**src/rtl/seq_mul32_pkg.sv**
```systemverilog
// Shared definitions for the 32x32 sequential shift/add multiplier.
// Holds the controller state encoding and the datapath widths.
// Imported by the top level and the ripple-carry adder.
package seq_mul32_pkg;

  localparam int DATA_W = 32;
  localparam int PROD_W = 64;
  localparam int CNT_W  = 6;

  typedef enum logic [1:0] {
    IDLE = 2'd0,
    RUN  = 2'd1,
    DONE = 2'd2
  } state_t;

endpackage : seq_mul32_pkg

```
**src/rtl/RCA32.sv**
```systemverilog
// 32-bit ripple-carry adder: sum = a + b + carryInput, with carry-out.
// Purely combinational, zero cycles of latency.
// No flow control; the result is valid whenever the inputs are stable.
module RCA32
  import seq_mul32_pkg::*;
(
  input  logic [DATA_W-1:0] a,
  input  logic [DATA_W-1:0] b,
  input  logic              carryInput,
  output logic [DATA_W-1:0] sum,
  output logic              carryOutput
);

  logic carry;

  // Ripple the carry bit by bit from the LSB upward
  always_comb begin
    sum   = '0;
    carry = carryInput;
    for (int i = 0; i < DATA_W; i++) begin
      sum[i] = a[i] ^ b[i] ^ carry;
      carry  = (a[i] & b[i]) | (carry & (a[i] ^ b[i]));
    end
    carryOutput = carry;
  end

endmodule : RCA32

```
**src/rtl/seq_mul32.sv**
```systemverilog
// Unsigned 32x32 -> 64 sequential multiplier, one add/shift step per cycle.
// Latency: 32 RUN cycles (start edge k -> done k+32); fewer with SEQ_MUL_EARLY_TERM_EN.
// Backpressure: start is sampled only in IDLE and ignored while busy is high.
module seq_mul32
  import seq_mul32_pkg::*;
#(
  parameter int STEPS = 32
) (
  input  logic              clk,
  input  logic              rst,
  input  logic              start,
  input  logic [DATA_W-1:0] multiplicand,
  input  logic [DATA_W-1:0] multiplier,
  output logic              busy,
  output logic              done,
  output logic [PROD_W-1:0] product
);

  localparam logic [CNT_W-1:0] LAST = CNT_W'(STEPS);

  state_t              state;
  logic [DATA_W-1:0]   a_q;
  logic [DATA_W-1:0]   hi;
  logic [DATA_W-1:0]   lo;
  logic [CNT_W-1:0]    count;
  logic [PROD_W-1:0]   product_q;

  logic [DATA_W-1:0]   add_sum;
  logic                add_co;
  logic [DATA_W-1:0]   sel_hi;
  logic                sel_c;
  logic [DATA_W-1:0]   step_hi;
  logic [DATA_W-1:0]   step_lo;
  logic [CNT_W-1:0]    count_nxt;
  logic                early_hit;
  logic [PROD_W-1:0]   early_prod;

  RCA32 u_rca (
    .a           (hi),
    .b           (a_q),
    .carryInput  (1'b0),
    .sum         (add_sum),
    .carryOutput (add_co)
  );

  // One add/shift step: the carry-out lands in bit 63 after the shift
  assign sel_hi    = lo[0] ? add_sum : hi;
  assign sel_c     = lo[0] & add_co;
  assign step_hi   = {sel_c, sel_hi[DATA_W-1:1]};
  assign step_lo   = {sel_hi[0], lo[DATA_W-1:1]};
  assign count_nxt = count + CNT_W'(1);

`ifdef SEQ_MUL_EARLY_TERM_EN
  // The low (32-count) bits of lo are multiplier bits not yet consumed;
  // once they are all zero the remaining steps would only shift.
  assign early_hit  = ((lo & ({DATA_W{1'b1}} >> count)) == '0);
  assign early_prod = {hi, lo} >> (LAST - count);
`else
  assign early_hit  = 1'b0;
  assign early_prod = '0;
`endif

  // Controller and datapath state
  always_ff @(posedge clk or posedge rst) begin
    if (rst) begin
      state     <= IDLE;
      a_q       <= '0;
      hi        <= '0;
      lo        <= '0;
      count     <= '0;
      product_q <= '0;
    end else begin
      case (state)
        IDLE: begin
          if (start) begin
            a_q   <= multiplicand;
            hi    <= '0;
            lo    <= multiplier;
            count <= '0;
            state <= RUN;
          end
        end
        RUN: begin
          if (early_hit) begin
            product_q <= early_prod;
            state     <= DONE;
          end else begin
            hi    <= step_hi;
            lo    <= step_lo;
            count <= count_nxt;
            if (count_nxt == LAST) begin
              product_q <= {step_hi, step_lo};
              state     <= DONE;
            end
          end
        end
        DONE: begin
          state <= IDLE;
        end
        default: begin
          state <= IDLE;
        end
      endcase
    end
  end

  assign busy    = (state == RUN) || (state == DONE);
  assign done    = (state == DONE);
  assign product = product_q;

endmodule : seq_mul32

```
**config.mk**
```make
export PLATFORM = sky130hd
export DESIGN_NAME = seq_mul32
export DESIGN_NICKNAME = d
export VERILOG_FILES = /design/src/rtl/seq_mul32_pkg.sv /design/src/rtl/RCA32.sv /design/src/rtl/seq_mul32.sv
export SDC_FILE = /design/constraint.sdc
export NUM_CORES = 1
export LEC_CHECK = 0
export ABC_AREA = 1
export BUFFER_PORTS_ARGS = -buffer_cell sky130_fd_sc_hd__buf_2
export CAP_MARGIN = 10
export CORE_UTILIZATION = 35
export CTS_CLUSTER_DIAMETER = 200
export DETAILED_ROUTE_END_ITERATION = 6
export SYNTH_ARGS = -nofsm -noshare
export SYNTH_HDL_FRONTEND = slang
export SYNTH_SLANG_ARGS = --single-unit
export TNS_END_PERCENT = 10
```
**constraint.sdc**
```tcl
create_clock -name clk -period 22.1 [get_ports clk]
set_input_delay 6.63 -clock clk [delete_from_list [all_inputs] [get_ports clk]]
set_output_delay 6.63 -clock clk [all_outputs]
set_load 0.1 [all_outputs]
```
==> results of run 1 <==
worst min-delay path by stage:
stage / to / slack, ns / cells after the start
after CTS: product[62]$_DFFE_PP0P_ / 0.47 / 2
after global routing: product[17]$_DFFE_PP0P_ / 0.48 / 2
after global placement: product[18]$_DFFE_PP0P_ / 0.45 / 2
after detailed placement: product[62]$_DFFE_PP0P_ / 0.45 / 2
after floorplan: a_q[0]$_DFFE_PP0P_ / 0.46 / 2
final: product[18]$_DFFE_PP0P_ / 0.46 / 2
layout by cell type (no fill, tap or decap), drive strengths merged:
cell type | synthesis | layout
buf | 30 | 139
bufinv | 0 | 2
clkbuf | 30 | 19
clkinv | 3 | 7
clkinvlp | 0 | 5
dfrtp | 168 | 168
diode | 0 | 3
fa | 31 | 31
ha | 6 | 6
inv | 111 | 113
nand2 | 281 | 281
nand3 | 6 | 6
nand4 | 65 | 65
nor2 | 4 | 4
o211ai | 31 | 31
o21ai | 128 | 128
o21bai | 1 | 1
o22ai | 6 | 6
xor2 | 1 | 1
power by group through the flow:
stage | logic, mW | clock network [mW] | registers (mW)
2_1_floorplan | 0.328 | 0 | 0.430
3_3_place_gp | 0.402 | 0 | 0.438
3_5_place_dp | 0.411 | 0 | 0.441
4_1_cts | 0.413 | 0.307 | 0.436
5_1_grt | 0.486 | 0.320 | 0.446
6_report | 0.409 | 0.297 | 0.436
area by class of cell:
class / count / area, um2
sequential: 168 / 4200
inverter: 114 / 433
clock buffer: 19 / 433
fill: 2267 / 13200
timing repair buffer: 139 / 713
antenna: 3 / 7.51
tap: 285 / 357
clock inverter: 13 / 148
multi-input combinational: 560 / 3190
logic make-up (layout without fill, tap and decap cells):
group,after synthesis,in the layout,synth area share
buffers and inverters,174,285,0.0943
other,0,3,0
AOI/OAI and AO/OA,166,166,0.113
and+or+nand+nor,356,356,0.188
DFF,168,168,0.517
adders and majority gates,37,37,0.0855
xor gates and xnor gates,1,1,0.00200
worst max-delay path: cells and delay by family (launching register included):
kind	cells	cell delay, ns
AO/OA/AOI/OAI	2	0.21
adder cells (fa/ha/maj)	32	12.41
buffers and inverters	2	0.12
flip-flops	1	0.35
AND/OR/NAND/NOR	2	0.16
registers in the layout, indices dropped and copies added (netlist names):
signal / flops
a_q: 32
count: 6
hi: 32
lo: 32
product: 64
state: 2
routing by layer:
| layer | part of all wire | up-vias | GRT usage |
|---|---|---|---|
| li1 | - | 3122 | - |
| met2 | 0.43 | 193 | 0.256 |
| met1 | 0.50 | 2980 | 0.240 |
| met4 | 0.011 | 0 | 0.0467 |
| met3 | 0.059 | 16 | 0.0451 |
| met5 | 0 | - | 0 |
metrics by stage:
step	worst slack, ns	area (um2)	hold slack (ns)	instances
final	8.69	9480	0.464	1301
after global routing	8.19	9470	0.483	1298
after CTS	8.72	9470	0.469	1298
after detailed placement	8.72	8890	0.453	1266
after global placement	8.86	8890	0.448	1266
after floorplan	9.37	8130	0.455	902
==> results.json, run 1 <==
{
  "syn_area_um2": 8130,
  "max_cap_violations": 0,
  "syn_nets": 1006,
  "synthArstFlopShare": 1.00,
  "slew_headroom": 0.244,
  "yosysTopAreaCell": "dfrtp_1",
  "areaGrowthSynthToFinish_pct": 16.6,
  "portBuffers": 132,
  "post-route-util": 0.417,
  "worst_path_most_repeated_cell": "fa_1",
  "grt_max_degree": 105,
  "crit_path_start_kind": "flop",
  "routedWlPerCell_um": 14.7,
  "min-delay-start": "product[18]$_DFFE_PP0P_",
  "drive_gt1_frac": 0.175,
  "leakagePower_nw": 4.74,
  "critPathKind": "reg -> reg",
  "grt_pass1_wl_mm": 31.7,
  "synthTopCellsByArea": "dfrtp_1 (52%), nand2_1 (13%), o21ai_0 (7.8%)",
  "finalSetupTns_ns": 0,
  "clock_latency_ns": 0.43,
  "status": "finished, final reports clean",
  "tightestPinTransition_ns": 1.13,
  "cts.htree.levels": 4,
  "yosys-top-cells-count": "nand2_1 (279), dfrtp_1 (168), o21ai_0 (127), inv_1 (111), nand4_1 (65)",
  "postRouteAntennaNets": 0,
  "worst_setup_path_end_kind": "flop",
  "synthCells": 902,
  "seq_area_frac_synth": 0.517,
  "switching_share": 0.398,
  "setup_violations": 0,
  "tritoncts": "yes",
  "yosysTopAreaCellShare": 0.517,
  "finalCritPeriodShare": 0.607,
  "slowest_delay_ns": 0.41,
  "ys_types": 23,
  "power-per-cell-area_nw_per_um2": 120,
  "core_um2": 22700,
  "combPwrFrac": 0.358,
  "ir_drop_v": 0.0000594,
  "critPathCapture": "hi[30]$_DFFE_PP0P_",
  "power_mw": 1.14,
  "gp_congestion": 0.749,
  "die_h_um": 154,
  "vias": 6311,
  "syn_area_per_cell_um2": 9.02,
  "fp-row-count": 55,
  "finClkSkew_ns": 0.0152,
  "grt_pass1_vias": 6142,
  "hold_viol": 0,
  "final_nets": 1104,
  "synth.most_common_cell": "nand2_1",
  "grt_antenna_before_repair": 3,
  "clockBufferDepth": 2,
  "drt-initial-drc-count": 341,
  "fp.dieW_um": 154,
  "dp_hpwl_mm": 12.0,
  "seq_power_share": 0.381,
  "hold_path_class": "reg -> reg",
  "grtUsageTotal": 0.170,
  "globalRoute.totalOverflow": 0,
  "clk_pin_slew_ns": 0.06,
  "drt_drc_violations_left": 0,
  "cp_max_fo": 2,
  "finalMaxSlewViolations": 0,
  "routed_wl_mm": 19.2,
  "via_per_inst": 4.85,
  "cts-resized-gates": 0,
  "power.internal_mw": 0.688,
  "initial_utilization": 0.358,
  "cp.required_ns": 22.37,
  "crit_start": "a_q[0]$_DFFE_PP0P_",
  "r2r_start": "a_q[0]$_DFFE_PP0P_",
  "ios": 133,
  "clkPwrFrac": 0.260,
  "switchingPower_mw": 0.454,
  "ctsRootBufferMaster": "clkbuf_16",
  "period_minus_slack_ns": 13.41,
  "max_clock_freq_mhz": 74.6,
  "fp.dieArea_um2": 23900,
  "synth_edf_count": 0,
  "cts_setup_buffers": 0,
  "cp.arrival_ns": 13.67,
  "clock_sinks": 168,
  "synth_ff_type": "dfrtp_1",
  "cp_slowest_cell": "fa_1",
  "holdBufCountCts": 0,
  "r2r_slack_ns": 8.69,
  "detail_route.first_pass.iterations": 5,
  "cts_made_buffers": 17,
  "rr_endpoint": "hi[30]$_DFFE_PP0P_",
  "rsz0062_at_grt": "no",
  "ys_warn_count": 0,
  "ff2ff_path_depth": 38,
  "synth_seq_cells": 168
}
Note: power is estimated with default switching activity, not from simulation.
==> inputs of run 2 (changes only) <==
==> constraint.sdc (replaced) <==
create_clock -name clk -period 11.52 [get_ports clk]
set_input_delay 3.456 -clock clk [delete_from_list [all_inputs] [get_ports clk]]
set_output_delay 3.456 -clock clk [all_outputs]
set_load 0.1 [all_outputs]
==> results.json, run 2 (same netlist as run 1, synthesis figures left out) <==
{
  "drt-initial-drc-count": 345,
  "r2r_slack_ns": -0.51,
  "fillers": 2301,
  "holdBufCountCts": 0,
  "layout_commonest_cell": "nand2_1",
  "worst_path_most_repeated_cell": "fa_2",
  "fin_hold_ws_ns": 0.463,
  "fp.dieArea_um2": 23900,
  "max_clock_freq_mhz": 83.1,
  "initial_utilization": 0.358,
  "period_minus_slack_ns": 12.03,
  "slew_headroom": 0.221,
  "ctsRootBufferMaster": "clkbuf_16",
  "routed_wl_mm": 19.0,
  "cp_top_family": "adder cells",
  "finalMaxSlewViolations": 0,
  "clk_pin_slew_ns": 0.07,
  "hold_viol": 0,
  "grt_pass1_wl_mm": 31.5,
  "fp.dieW_um": 154,
  "cp_num_buf_inv": 2,
  "power-per-cell-area_nw_per_um2": 233,
  "gp_congestion": 0.746,
  "finalSetupTns_ns": -1.65,
  "core_um2": 22700,
  "multiInputGateArea_um2": 3260,
  "max_cap_violations": 0,
  "ios": 133,
  "grtUsageTotal": 0.168,
  "tritoncts": "yes",
  "hold_path_end": "product[16]$_DFFE_PP0P_",
  "cp.arrival_ns": 12.30,
  "via_per_inst": 4.87,
  "worst_setup_path_end_kind": "flop",
  "grt_max_degree": 97,
  "cp_max_fo": 2,
  "cp.required_ns": 11.79,
  "critPathKind": "reg -> reg",
  "post-route-util": 0.422,
  "violations": "negative setup slack",
  "final_cell_mix": "nand2_1 (279), dfrtp_1 (168), buf_2 (132)",
  "cts.htree.levels": 4,
  "rsz0062_at_grt": "yes",
  "areaGrowthSynthToFinish_pct": 17.8,
  "final_nets": 1106,
  "setup_violations": 6,
  "min-delay-start": "product[16]$_DFFE_PP0P_",
  "hold_path_class": "reg -> reg",
  "die_h_um": 154,
  "cp_slowest_cell": "fa_1",
  "drt_drc_violations_left": 0,
  "slowest_delay_ns": 0.40,
  "min_path_cells": 2,
  "setup_slack_ns": -0.512,
  "cts_made_buffers": 17,
  "finalCritPeriodShare": 1.04,
  "finClkSkew_ns": 0.00935,
  "detail_route.first_pass.iterations": 5,
  "crit_path_start_kind": "flop",
  "fp-row-count": 55,
  "status": "finished, violations left",
  "ff2ff_path_depth": 38,
  "drive_gt1_frac": 0.205,
  "ir_drop_v": 0.0000849,
  "portBuffers": 132,
  "vias": 6317,
  "clockBufferDepth": 2,
  "rr_endpoint": "hi[30]$_DFFE_PP0P_",
  "postRouteAntennaNets": 0,
  "r2r_start": "a_q[0]$_DFFE_PP0P_",
  "ff_latch_area_um2": 4200,
  "clock_sinks": 168,
  "largest_register_ff_count": 64,
  "clock_latency_ns": 0.42,
  "dp_hpwl_mm": 11.8,
  "routedWlPerCell_um": 14.6,
  "tightestPinTransition_ns": 1.16,
  "antennaDiodeCount": 0,
  "globalRoute.totalOverflow": 0,
  "leakagePower_nw": 4.77,
  "grt_pass1_vias": 6083,
  "grt_antenna_before_repair": 0
}
==> run 2: changes by cell type in the layout (fill, tap and decap cells not counted), sizes merged <==
cell / delta
bufinv: +1
clkinvlp: -2
inv: -1
diode: -3
buf: +2
==> run 2: cell type report <==
type	instances	area share
clock buffer	19	0.0473
tap	285	0.0372
multi-input combinational	560	0.340
timing repair buffer	141	0.0760
inverter	114	0.0452
sequential	168	0.439
clock inverter	11	0.0155
==> run 2: worst register-to-register path: cells and delay by family (launching register included) <==
family	cells	cell delay (ns)
AOI/OAI and AO/OA	2	0.16
adders and majority gates	32	11.08
DFF	1	0.37
and+or+nand+nor	2	0.14
buffers and inverters	2	0.12
==> run 2: layer usage <==
layer  track usage  wire length [um]
met2         0.261              8390
met1         0.237              9470
met4        0.0552               235
met3        0.0286               896
met5             0                 0
==> run 2: metrics by stage <==
step                worst slack [ns]  power [mW]  cells  cell area, um2
floorplan                    -0.0687        1.47    902            8210
global placement              -0.430        1.64   1267            8970
detailed placement            -0.568        1.65   1267            8970
CTS                           -0.570        2.25   1297            9570
global route                  -0.859        2.45   1298            9580
finish                        -0.512        2.24   1298            9580
==> run 2: worst max-delay path by stage <==
stage                       startpoint                      end  depth (start not counted)
finish              a_q[0]$_DFFE_PP0P_       hi[30]$_DFFE_PP0P_                         38
global route        a_q[0]$_DFFE_PP0P_       hi[30]$_DFFE_PP0P_                         38
CTS                 a_q[0]$_DFFE_PP0P_       hi[30]$_DFFE_PP0P_                         38
detailed placement  a_q[0]$_DFFE_PP0P_       hi[30]$_DFFE_PP0P_                         38
global placement    a_q[0]$_DFFE_PP0P_       hi[30]$_DFFE_PP0P_                         38
floorplan           a_q[0]$_DFFE_PP0P_  product[62]$_DFFE_PP0P_                         38
==> run 2: report_power, final <==
part           switching, mW  internal, mW  leakage, nW
Clock                  0.242         0.351        0.287
Combinational          0.552         0.253         2.27
Sequential            0.0812         0.757         2.21
==> run 2: timing repair <==
| item | 4_1_cts | 5_1_grt |
|---|---|---|
| endpoints found under the hold margin | 0 | 0 |
| endpoints found under the setup margin | 6 | 8 |
| pin swaps | 2 | 0 |
| resized for setup | 1 | 3 |
| buffers inserted | 0 | 1 |
| cloned | 0 | 0 |
==> inputs of run 3 (changes only) <==
--- a/config.mk
+++ b/config.mk
@@ -8,9 +8,13 @@
 export ABC_AREA = 1
 export BUFFER_PORTS_ARGS = -buffer_cell sky130_fd_sc_hd__buf_2
 export CAP_MARGIN = 10
-export CORE_UTILIZATION = 35
+export CELL_PAD_IN_SITES_DETAIL_PLACEMENT = 0
+export CELL_PAD_IN_SITES_GLOBAL_PLACEMENT = 2
+export CORE_UTILIZATION = 31
 export CTS_CLUSTER_DIAMETER = 200
 export DETAILED_ROUTE_END_ITERATION = 6
+export GPL_ROUTABILITY_DRIVEN = 0
+export PLACE_DENSITY_LB_ADDON = 0.1
 export SYNTH_ARGS = -nofsm -noshare
 export SYNTH_HDL_FRONTEND = slang
 export SYNTH_SLANG_ARGS = --single-unit
==> results.json, run 3 (same netlist as run 1, synthesis figures left out) <==
{
  "clock_latency_ns": 0.42,
  "drt_drc_violations_left": 0,
  "grtUsageTotal": 0.161,
  "routed_wl_mm": 20.4,
  "routedWlPerCell_um": 15.1,
  "cts_made_buffers": 17,
  "worst_setup_path_end_kind": "flop",
  "tightestPinTransition_ns": 0.974,
  "max_cap_violations": 0,
  "violations": "negative setup slack",
  "finalSetupTns_ns": -1.27,
  "grt_antenna_before_repair": 0,
  "ios": 133,
  "worst_path_most_repeated_cell": "fa_2",
  "via_per_inst": 4.58,
  "slew_headroom": 0.350,
  "portBuffers": 132,
  "finalMaxSlewViolations": 0,
  "grt_pass1_vias": 6182,
  "drive_gt1_frac": 0.211,
  "layout_commonest_cell": "nand2_1",
  "detail_route.first_pass.iterations": 5,
  "rsz0062_at_grt": "yes",
  "status": "finished, violations left",
  "clock_sinks": 168,
  "critPathKind": "reg -> reg",
  "fp-row-count": 58,
  "crit_path_start_kind": "flop",
  "final_cell_mix": "nand2_1 (279), dfrtp_1 (168), buf_2 (132)",
  "fp.dieW_um": 164,
  "initial_utilization": 0.319,
  "hold_viol": 0,
  "cp_top_family": "adder cells",
  "globalRoute.totalOverflow": 0,
  "ff_latch_area_um2": 4200,
  "power-per-cell-area_nw_per_um2": 232,
  "setup_violations": 6,
  "cp.arrival_ns": 12.23,
  "postRouteAntennaNets": 0,
  "grt_max_degree": 107,
  "cp.required_ns": 11.82,
  "grt_pass1_wl_mm": 33.6,
  "antennaDiodeCount": 0,
  "multiInputGateArea_um2": 3270,
  "tritoncts": "yes",
  "dp_hpwl_mm": 12.4,
  "max_clock_freq_mhz": 83.8,
  "drt-initial-drc-count": 326,
  "power_mw": 2.23,
  "fin_hold_ws_ns": 0.466,
  "ir_drop_v": 0.0000973,
  "leakagePower_nw": 4.76,
  "clk_pin_slew_ns": 0.06,
  "holdBufCountCts": 0,
  "cp_num_buf_inv": 2,
  "final_nets": 1108,
  "hold_path_class": "reg -> reg",
  "ctsRootBufferMaster": "clkbuf_16",
  "largest_register_ff_count": 64,
  "fp.dieArea_um2": 26900,
  "vias": 6165,
  "cp_max_fo": 2,
  "slowest_delay_ns": 0.39,
  "period_minus_slack_ns": 11.93,
  "cp_slowest_cell": "fa_1",
  "finClkSkew_ns": 0.0156,
  "finalCritPeriodShare": 1.04,
  "setup_slack_ns": -0.413,
  "clockBufferDepth": 2,
  "areaGrowthSynthToFinish_pct": 18.3,
  "core_um2": 25500,
  "die_h_um": 164,
  "fillers": 2676,
  "cts.htree.levels": 4
}
==> run 3: cell count changes in the layout (fill, tap and decap cells not counted), moves of 2 or more <==
cell,before,now
o21ai_2,0,2
bufinv_16,3,1
buf_4,9,11
o21ai_1,4,0
inv_1,110,108
o21ai_0,123,125
inv_6,2,5
==> run 3: report_power, final <==
group	leakage (nW)	internal (mW)	total (mW)	switching [mW]
clock network	0.263	0.306	0.557	0.251
registers	2.21	0.756	0.835	0.0794
logic	2.28	0.263	0.836	0.573
==> run 3: final cells by class <==
cell class,count,area share
Inverter,114,0.0450
Timing Repair Buffer,143,0.0772
Clock inverter,12,0.0122
Sequential cell,168,0.437
Clock buffer,19,0.0460
Tap cell,330,0.0429
Multi-Input combinational cell,560,0.340
==> run 3: metal layers <==
metal | share of wire | wire [um] | up-vias | track usage
met5 | 0 | 0 | - | 0
met4 | 0.0075 | 153 | 0 | 0.0404
met3 | 0.026 | 526 | 8 | 0.0237
met2 | 0.46 | 9300 | 100 | 0.257
met1 | 0.51 | 10400 | 2935 | 0.228
li1 | - | - | 3122 | -
==> run 3: worst paths after layout <==
check	from	end	slack (ns)	cells after the start
max reg2reg	hi[0]$_DFFE_PP0P_	product[62]$_DFFE_PP0P_	-0.41	38
min	product[61]$_DFFE_PP0P_	product[61]$_DFFE_PP0P_	0.47	2
max	hi[0]$_DFFE_PP0P_	product[62]$_DFFE_PP0P_	-0.41	38
min reg2reg	product[61]$_DFFE_PP0P_	product[61]$_DFFE_PP0P_	0.47	2
min in group asynchronous	rst	product[2]$_DFFE_PP0P_	3.27	2
max in group asynchronous	rst	hi[29]$_DFFE_PP0P_	6.81	3
==> run 3: worst min-delay path, cell delays in order, from the launching register on <==
cell and delay, ns:
dfrtp_1 0.34, nand2_1 0.05, nand2_1 0.05
==> run 3: timing repair <==
action                     in CTS  in global routing
setup endpoints to repair       6                  8
resized for setup               4                  2
buffers inserted                0                  2
pin swaps                       2                  2
==> run 3: through the flow <==
stage	instance area, um2	std cells	util	setup slack, ns
2_1_floorplan	8210	902	-	-0.0687
3_3_place_gp	9040	1313	0.355	-0.420
3_5_place_dp	9040	1313	0.355	-0.493
4_1_cts	9600	1344	0.377	-0.397
5_1_grt	9620	1346	0.378	-0.726
6_report	9620	1346	0.378	-0.413
